### src/rtl/painel_tick_receptor.sv
`default_nettype none
// ============================================================================
//  Module   : painel_tick_receptor
//  Purpose  : Receiving end of the ripple JK divider chain. Brings the fast
//             (clk/32) and slow (clk/2^23) divided taps into the clk domain
//             as one-cycle strobes, runs the panel BCD mm:ss timer from the
//             slow strobe and flags a dead or stuck divider.
//  Ports    : clk, reset         - system clock, async active-high reset
//             div_rapido/lento   - divided taps, asynchronous to clk
//             iniciar/parar/zerar- one-cycle timer control pulses
//             tick_rapido/lento  - one-cycle strobes per tap rising edge
//             seg_uni..min_dez   - BCD mm:ss digits
//             contando, fim      - timer running / held at 99:59
//             sem_sinal          - divider watchdog alarm
//  Revision : 1.0 - initial release
// ============================================================================
module painel_tick_receptor #(
  parameter int unsigned SYNC_STAGES    = 2,
  parameter int unsigned TIMEOUT_CICLOS = 16777216,
  parameter int unsigned CONT_W         = 25
) (
  input  logic       clk,
  input  logic       reset,
  input  logic       div_rapido,
  input  logic       div_lento,
  input  logic       iniciar,
  input  logic       parar,
  input  logic       zerar,
  output logic       tick_rapido,
  output logic       tick_lento,
  output logic [3:0] seg_uni,
  output logic [3:0] seg_dez,
  output logic [3:0] min_uni,
  output logic [3:0] min_dez,
  output logic       contando,
  output logic       fim,
  output logic       sem_sinal
);

  localparam logic [CONT_W-1:0] c_timeout = CONT_W'(TIMEOUT_CICLOS);

  typedef enum logic [1:0] {
    PARADO   = 2'd0,
    CONTANDO = 2'd1,
    ESTOURO  = 2'd2
  } estado_t;

  // --------------------------------------------------------------------------
  // Synchronizers and rising-edge strobes
  // --------------------------------------------------------------------------
  logic [SYNC_STAGES-1:0] sync_r_q, sync_l_q;
  logic                   hist_r_q, hist_l_q;
  logic                   tick_r_q, tick_l_q;

  always_ff @(posedge clk or posedge reset) begin
    if (reset) begin
      sync_r_q <= '0;
      sync_l_q <= '0;
      hist_r_q <= 1'b0;
      hist_l_q <= 1'b0;
      tick_r_q <= 1'b0;
      tick_l_q <= 1'b0;
    end else begin
      sync_r_q <= {sync_r_q[SYNC_STAGES-2:0], div_rapido};
      sync_l_q <= {sync_l_q[SYNC_STAGES-2:0], div_lento};
      hist_r_q <= sync_r_q[SYNC_STAGES-1];
      hist_l_q <= sync_l_q[SYNC_STAGES-1];
      tick_r_q <= sync_r_q[SYNC_STAGES-1] & ~hist_r_q;
      tick_l_q <= sync_l_q[SYNC_STAGES-1] & ~hist_l_q;
    end
  end

  // --------------------------------------------------------------------------
  // Timer FSM and BCD digits
  // --------------------------------------------------------------------------
  estado_t    estado_q, estado_d;
  logic [3:0] su_q, sd_q, mu_q, md_q;
  logic [3:0] su_d, sd_d, mu_d, md_d;
  logic       contando_q, fim_q;

  always_comb begin
    estado_d = estado_q;
    su_d     = su_q;
    sd_d     = sd_q;
    mu_d     = mu_q;
    md_d     = md_q;
    if (zerar) begin
      su_d     = 4'd0;
      sd_d     = 4'd0;
      mu_d     = 4'd0;
      md_d     = 4'd0;
      estado_d = PARADO;
    end else begin
      case (estado_q)
        PARADO: begin
          // A tick coinciding with the start pulse is deliberately dropped.
          if (iniciar) estado_d = CONTANDO;
        end
        CONTANDO: begin
          if (parar) begin
            estado_d = PARADO;
          end else if (tick_l_q) begin
            // Ripple carry decided on current digits, so no digit ever
            // passes through an out-of-range value.
            if (su_q != 4'd9) begin
              su_d = su_q + 4'd1;
            end else begin
              su_d = 4'd0;
              if (sd_q != 4'd5) begin
                sd_d = sd_q + 4'd1;
              end else begin
                sd_d = 4'd0;
                if (mu_q != 4'd9) begin
                  mu_d = mu_q + 4'd1;
                end else begin
                  mu_d = 4'd0;
                  md_d = (md_q == 4'd9) ? 4'd0 : md_q + 4'd1;
                end
              end
            end
            if (md_q == 4'd9 && mu_q == 4'd9 && sd_q == 4'd5 && su_q == 4'd8)
              estado_d = ESTOURO;
          end
        end
        ESTOURO: begin
          // Held at 99:59 until zerar or reset.
        end
        default: estado_d = PARADO;
      endcase
    end
  end

  always_ff @(posedge clk or posedge reset) begin
    if (reset) begin
      estado_q   <= PARADO;
      su_q       <= 4'd0;
      sd_q       <= 4'd0;
      mu_q       <= 4'd0;
      md_q       <= 4'd0;
      contando_q <= 1'b0;
      fim_q      <= 1'b0;
    end else begin
      estado_q   <= estado_d;
      su_q       <= su_d;
      sd_q       <= sd_d;
      mu_q       <= mu_d;
      md_q       <= md_d;
      // Decoded from the next state so the flags line up with estado_q.
      contando_q <= (estado_d == CONTANDO);
      fim_q      <= (estado_d == ESTOURO);
    end
  end

  // --------------------------------------------------------------------------
  // Divider watchdog
  // --------------------------------------------------------------------------
  logic [CONT_W-1:0] cnt_q, cnt_d;
  logic              sem_q, sem_d;

  always_comb begin
    cnt_d = cnt_q;
    sem_d = sem_q;
    if (tick_l_q) begin
      cnt_d = '0;
      sem_d = 1'b0;
    end else begin
      if (cnt_q != c_timeout) cnt_d = cnt_q + CONT_W'(1);
      if (cnt_d == c_timeout) sem_d = 1'b1;
    end
  end

  always_ff @(posedge clk or posedge reset) begin
    if (reset) begin
      cnt_q <= '0;
      sem_q <= 1'b0;
    end else begin
      cnt_q <= cnt_d;
      sem_q <= sem_d;
    end
  end

  assign tick_rapido = tick_r_q;
  assign tick_lento  = tick_l_q;
  assign seg_uni     = su_q;
  assign seg_dez     = sd_q;
  assign min_uni     = mu_q;
  assign min_dez     = md_q;
  assign contando    = contando_q;
  assign fim         = fim_q;
  assign sem_sinal   = sem_q;

endmodule
`default_nettype wire

### config.mk
export PLATFORM = sky130hd
export DESIGN_NAME = painel_tick_receptor
export DESIGN_NICKNAME = d
export VERILOG_FILES = /design/src/rtl/painel_tick_receptor.sv
export SDC_FILE = /design/constraint.sdc
export NUM_CORES = 1
export LEC_CHECK = 0
export ABC_AREA = 1
export CORE_UTILIZATION = 35
export DETAILED_ROUTE_END_ITERATION = 12
export PLACE_DENSITY = 0.56
export SKIP_LAST_GASP = 1
export SYNTH_ARGS = -nofsm -noshare
export SYNTH_HDL_FRONTEND = slang
export SYNTH_SLANG_ARGS = --single-unit
### constraint.sdc
create_clock -name clk -period 2.8 [get_ports clk]
set_input_delay 0.42 -clock clk [delete_from_list [all_inputs] [get_ports clk]]
set_output_delay 0.42 -clock clk [all_outputs]
set_load 0.005 [all_outputs]
==> flow_summary.json <==
{
  "outcome": "finished clean",
  "route.vias.total": 2617,
  "worstPathRequired_ns": 2.38,
  "cap_violations": 0,
  "hold_viol_final": 0,
  "place_inst": 535,
  "p_per_area_nw_per_um2": 518.2,
  "async_flop_share_pct": 100.0,
  "fmax_ghz": 0.4992,
  "final_core_util_pct": 42.95,
  "cts_tree": "yes",
  "synth_fp_nets": 419,
  "io_buffers": 27,
  "crit_chain": "clkdlybuf4s50_1",
  "setup_tns_ns": 0,
  "grt_remaining_overflow": 0,
  "synth_top_area_share_pct": 44.08,
  "start_util_pct": 36.75,
  "num_rows": 33,
  "crit_type": "flop to output pin",
  "crit_path_end_kind": "output pin",
  "grt.busiest_layer": "met2",
  "synth_area_per_cell_um2": 7.588,
  "drive_gt1_share_pct": 10.05,
  "crit_fanout": 13,
  "leakagePower_uw": 0.001613,
  "root_buffer": "clkbuf_8",
  "fin_crit_sh_pct": 71.54,
  "syn_to_final_growth_pct": 16.86,
  "die_area_um2": 9136,
  "grtUsageMet1_pct": 23.55,
  "drt_first_pass_iters": 4,
  "n_fill_cell": 859,
  "synth.yosys.seq_area_share_pct": 44.08,
  "core_um2": 8341,
  "clock_latency_ns": 0.31,
  "die_width_um": 95.59,
  "finClkSkew_ns": 0.007386,
  "cts_buffers": 5,
  "vias_per_cell": 4.820,
  "grtUsageMet3_pct": 2.711,
  "die_h_um": 95.59,
  "ant_nets": 0,
  "synth_edf_count": 0,
  "finalWirelength_um": 6890,
  "syn-cell-area_um2": 3065,
  "layout.nets": 452,
  "cts_setup_buffers": 0,
  "n_antenna_cell": 0,
  "register_area_um2": 1351,
  "grt_max_degree": 31,
  "rsz0062_at_grt": "no",
  "post_drt_wl_per_cell_um": 12.69,
  "synth_area_leaders": "dfrtp_1, nand2_1, nor2_1",
  "hpwlAfterDp_um": 5237,
  "ios": 28,
  "htree_levels": 2,
  "hp-class": "flop to flop",
  "drt_iter0_markers": 118,
  "cts_resized": 0,
  "yosysWarnings": 0,
  "clk_pin_slew_ns": 0.10,
  "grt_pass1_vias": 2587,
  "use_met2_pct": 28.33,
  "finalNonFillerCells": 543,
  "critPathArrivalTime_ns": 1.58,
  "clockBufferDepth": 2,
  "cpPeakStageDelay_ns": 0.67,
  "cp_top_family": "flip-flops",
  "max-slew-margin-rel_pct": 55.49,
  "gp_congestion": 0.8580,
  "yosysMostFrequentCell": "nand2_1",
  "synth_cell_types": 33,
  "multi_input_area_um2": 1510,
  "antenna_found_initial": 0,
  "slew_viol_final": 0,
  "path_buf_inv": 1,
  "finalCriticalPeriod_ns": 2.003,
  "cp-start-kind": "flop",
  "cts_sinks": 54,
  "netlist_instances": 404,
  "setup_violations": 0,
  "synth_top_area_cell": "dfrtp_1",
  "synth.ff_latch_count": 54,
  "grt_pass1_wl_um": 12130,
  "drc": 0,
  "dominantRegCellSynth": "dfrtp_1",
  "worst_pin_slew_ns": 0.6666,
  "cp_slowest_cell": "dfrtp_1",
  "grtUsageTotal_pct": 17.26,
  "vdd_ir_drop_max_mv": 0.3262,
  "synth_commonest_cells": "nand2_1, nor2_1, dfrtp_1, inv_1, nand3_1",
  "postCtsHoldBufs": 0
}
routing by layer:
metal | wire length (um) | share of wire (%)
met5 | 0 | 0
met4 | 78 | 1.1
met3 | 242 | 3.5
met2 | 3177 | 46
met1 | 3391 | 49
per-stage QoR:
| stage | power, uW | hold WS (ns) | setup WS [ns] | cell area (um^2) |
|---|---|---|---|---|
| final | 1856 | 0.3572 | 0.7969 | 3582 |
| after global routing | 1980 | 0.3638 | 0.5310 | 3582 |
| after CTS | 1878 | 0.3607 | 0.7507 | 3582 |
| after detailed placement | 1392 | 0.3362 | 0.4819 | 3482 |
| after global placement | 1388 | 0.3316 | 0.5537 | 3482 |
| after floorplan | 1200 | 0.3312 | 1.065 | 3065 |
sequential cells by signal, summed over array words and instances (netlist names):
signal	count
sync_l_q	2
min_uni	4
contando	1
fim	1
hist_l_q	1
sem_sinal	1
estado_q	2
min_dez	4
sync_r_q	2
tick_rapido	1
hist_r_q	1
tick_lento	1
seg_uni	4
seg_dez	4
cnt_q	25
where the power goes:
part | total [uW] | internal [uW] | switching [uW]
logic | 428 | 210 | 218
registers | 950 | 857 | 93.0
clock network | 479 | 204 | 274
total | 1860 | 1270 | 585
cells in the final DEF (no fill, tap or decap), types with 4 or more instances in the layout:
cell type	instances
dfrtp_1	54
xnor2_1	4
nand2_2	7
nand2_1	91
ha_1	8
nand3_1	28
nand4_1	7
nor2_2	8
clkbuf_8	6
o21ai_0	9
inv_1	43
nor2_1	72
inv_2	8
clkdlybuf4s50_1	27
o21ai_1	6
xor2_1	9
a21oi_1	21
kinds of logic (layout without fill, tap and decap cells):
logic type	after synthesis	count (layout)	synth area share, %
xor+xnor	13	13	3.714
compound gates	45	45	8.245
buf+inv	54	88	6.653
simple gates	230	230	34.04
flops	54	54	44.08
fa+ha+maj	8	8	3.265
final timing paths:
check	slack (ns)	cells past startpoint	start	endpoint
min in group asynchronous	0.51	2	reset	sync_l_q[0]
hold reg to reg	0.36	0	sync_r_q[0]	sync_r_q[1]
setup / recovery	0.80	1	tick_lento	tick_lento
setup reg to reg	0.82	11	cnt_q[1]	sem_sinal
max in group asynchronous	1.71	3	reset	cnt_q[23]
hold / removal	0.36	0	sync_r_q[0]	sync_r_q[1]
area by class of cell:
type                       count  share of cell area [%]
multi-input combinational    296                   42.16
clock inverter                 2                  0.4890
timing repair buffer          29                   8.313
inverter                      51                   5.344
clock buffer                   6                   2.305
tap                          105                   3.667
sequential                    54                   37.72
No activity file was read; power rests on OpenSTA's default activity.
==> patch: new RTL, config.mk and constraints unchanged <==
Change the parameter `CONT_W` from 25 to 50.
--- a/src/rtl/painel_tick_receptor.sv
+++ b/src/rtl/painel_tick_receptor.sv
@@ -17,7 +17,7 @@
 module painel_tick_receptor #(
   parameter int unsigned SYNC_STAGES    = 2,
   parameter int unsigned TIMEOUT_CICLOS = 16777216,
-  parameter int unsigned CONT_W         = 25
+  parameter int unsigned CONT_W         = 50
 ) (
   input  logic       clk,
   input  logic       reset,
Formal check against the unedited RTL: no difference found for any inputs over 10 cycles, from zero or initial values and one cycle with reset high; that may be too few to reach the edited logic, so the function may still have changed.
==> patch against the unedited design <==
Design area increased by 62%; total power increased by 55%; wire length increased by 120%; worst hold slack about the same; sequential cell count increased by 25; synthesized area increased by 63%; worst setup slack got worse by 510 ps; critical path type is now register to register; critical endpoint is now sem_sinal; largest power group unchanged; highest routed layer unchanged.
==> patch: results (changes against the unedited design) <==
| Metric | Value |
|---|---|
| Run status | `completed` |
| Pin count of the biggest net entering global routing | `54 (+74%)` |
| Routed WL | `15140 um (+120%)` |
| Detail Route met2 WL | `6757 um (+110%)` |
| Count of vias placed by the detailed router | `4866 (+86%)` |
| Slew HR | `0.6290 (+0.07408)` |
| Worst hold slack | `357.4 ps (+0.1840 ps)` |
| Placed cell count | `938 (+75%)` |
| Routed wire length per instance | `15.87 um (+25%)` |
| Delay contributed by the slowest stage of the critical path | `520 ps (-150 ps)` |
| Flip-flop count of the largest register after layout | `50 (+100%)` |
| Total routed wire length on the met1 layer | `6893 um (+100%)` |
| Static power due to leakage | `2.577 nW (+60%)` |
| Met3 Wirelength | `1053 um (+340%)` |
| Hpwl dp | `11810 um (+130%)` |
| Maximum ir drop on the vdd rail | `0.0003998 V (+23%)` |
| Cell variety after synth | `30 (-9.1%)` |
| Met2 layer usage reported by global route | `0.3395 (+0.05616)` |
| Via count of the first global-routing pass | `4705 (+82%)` |
| Drt pass-1 iters | `7 (+3)` |
| Met1 usage in global routing | `0.2992 (+0.06367)` |
| Top Family by Delay on Critical Path | `simple AND/OR/NAND/NOR gates` |
| GR Util met3 | `0.05431 (+0.02719)` |
| Skew-Pair Late Insertion Delay | `350 ps (+40 ps)` |
| Filler cells | `1422 (+66%)` |
| Cells on worst reg2reg path | `14 (+3)` |
| CTS Buf Count | `9 (+4)` |
| Setup skew after layout | `7.984 ps (+0.5979 ps)` |
| Clock slew at reported path FFs | `70 ps (-30 ps)` |
| DRC violation total after the first TritonRoute iteration | `472 (+300%)` |
| Seq/Total Area, Yosys | `0.3945 (-0.04631)` |
| Net count after synthesis | `752 (+79%)` |
| CTS root buf | `sky130_fd_sc_hd__clkbuf_16` |
| Synth top area cells | `sky130_fd_sc_hd__dfrtp_1 39%, sky130_fd_sc_hd__nand2_1 15%, sky130_fd_sc_hd__nor2_1 13%` |
| Nets | `784 (+73%)` |
| Global-route usage over all layers | `0.2206 (+0.04797)` |
| Critical path fanouts, max | `9 (-4)` |
| CTS H-tree depth | `3 (+1)` |
| Signal arrival time at the worst endpoint | `2790 ps (+1210 ps)` |
| Global-route wire length before repair | `24470 um (+100%)` |
| Proportion of layout cells with a drive suffix above 1 | `0.06718 (-0.03327)` |
| Final GP Congestion | `0.9441 (+10%)` |
[patch: cell type report]
class | count | area (um^2) | share of cell area
multi-input combinational | 565 | 2684 | 0.4620
sequential | 79 | 1978 | 0.3405
clock buffer | 9 | 225.2 | 0.03877
timing repair buffer | 29 | 297.8 | 0.05126
tap | 180 | 225.2 | 0.03877
clock inverter | 7 | 78.83 | 0.01357
inverter | 85 | 320.3 | 0.05514
[patch: worst paths after layout]
path	startpoint	end
worst max-delay path	cnt_q[0]	sem_sinal
worst min-delay path	sync_l_q[0]	sync_l_q[1]
worst max register to register	cnt_q[0]	sem_sinal
worst min register to register	sync_l_q[0]	sync_l_q[1]
max in group asynchronous	reset	cnt_q[43]
min in group asynchronous	reset	tick_rapido
[patch: power by group through the flow]
stage	registers, W	clock network (W)	logic [W]
2_1_floorplan	0.00128	0	0.000224
3_5_place_dp	0.00130	0	0.000362
4_1_cts	0.00128	0.00127	0.000365
5_1_grt	0.00129	0.00132	0.000411
3_3_place_gp	0.00130	0	0.000357
6_report	0.00128	0.00124	0.000362
[patch: per-stage QoR]
step | utilization | setup WS, ps | area, um^2 | power [W]
global placement | 0.3951 | 366.6 | 5505 | 0.001656
CTS | 0.4169 | 320.2 | 5809 | 0.002917
global route | 0.4169 | 83.71 | 5809 | 0.003019
finish | 0.4169 | 286.2 | 5809 | 0.002882
floorplan | - | 356.6 | 5011 | 0.001508
detailed placement | 0.3951 | 320.4 | 5505 | 0.001661
[patch: kinds of logic (layout without fill, tap and decap cells)]
family / count (synthesis) / after routing / synth area share
simple gates: 487 / 487 / 0.4247
compound gates: 46 / 46 / 0.04869
fa+ha+maj: 8 / 8 / 0.01998
buf+inv: 93 / 130 / 0.06991
flops: 79 / 79 / 0.3945
mux: 1 / 1 / 0.001998
xor+xnor: 23 / 23 / 0.04020
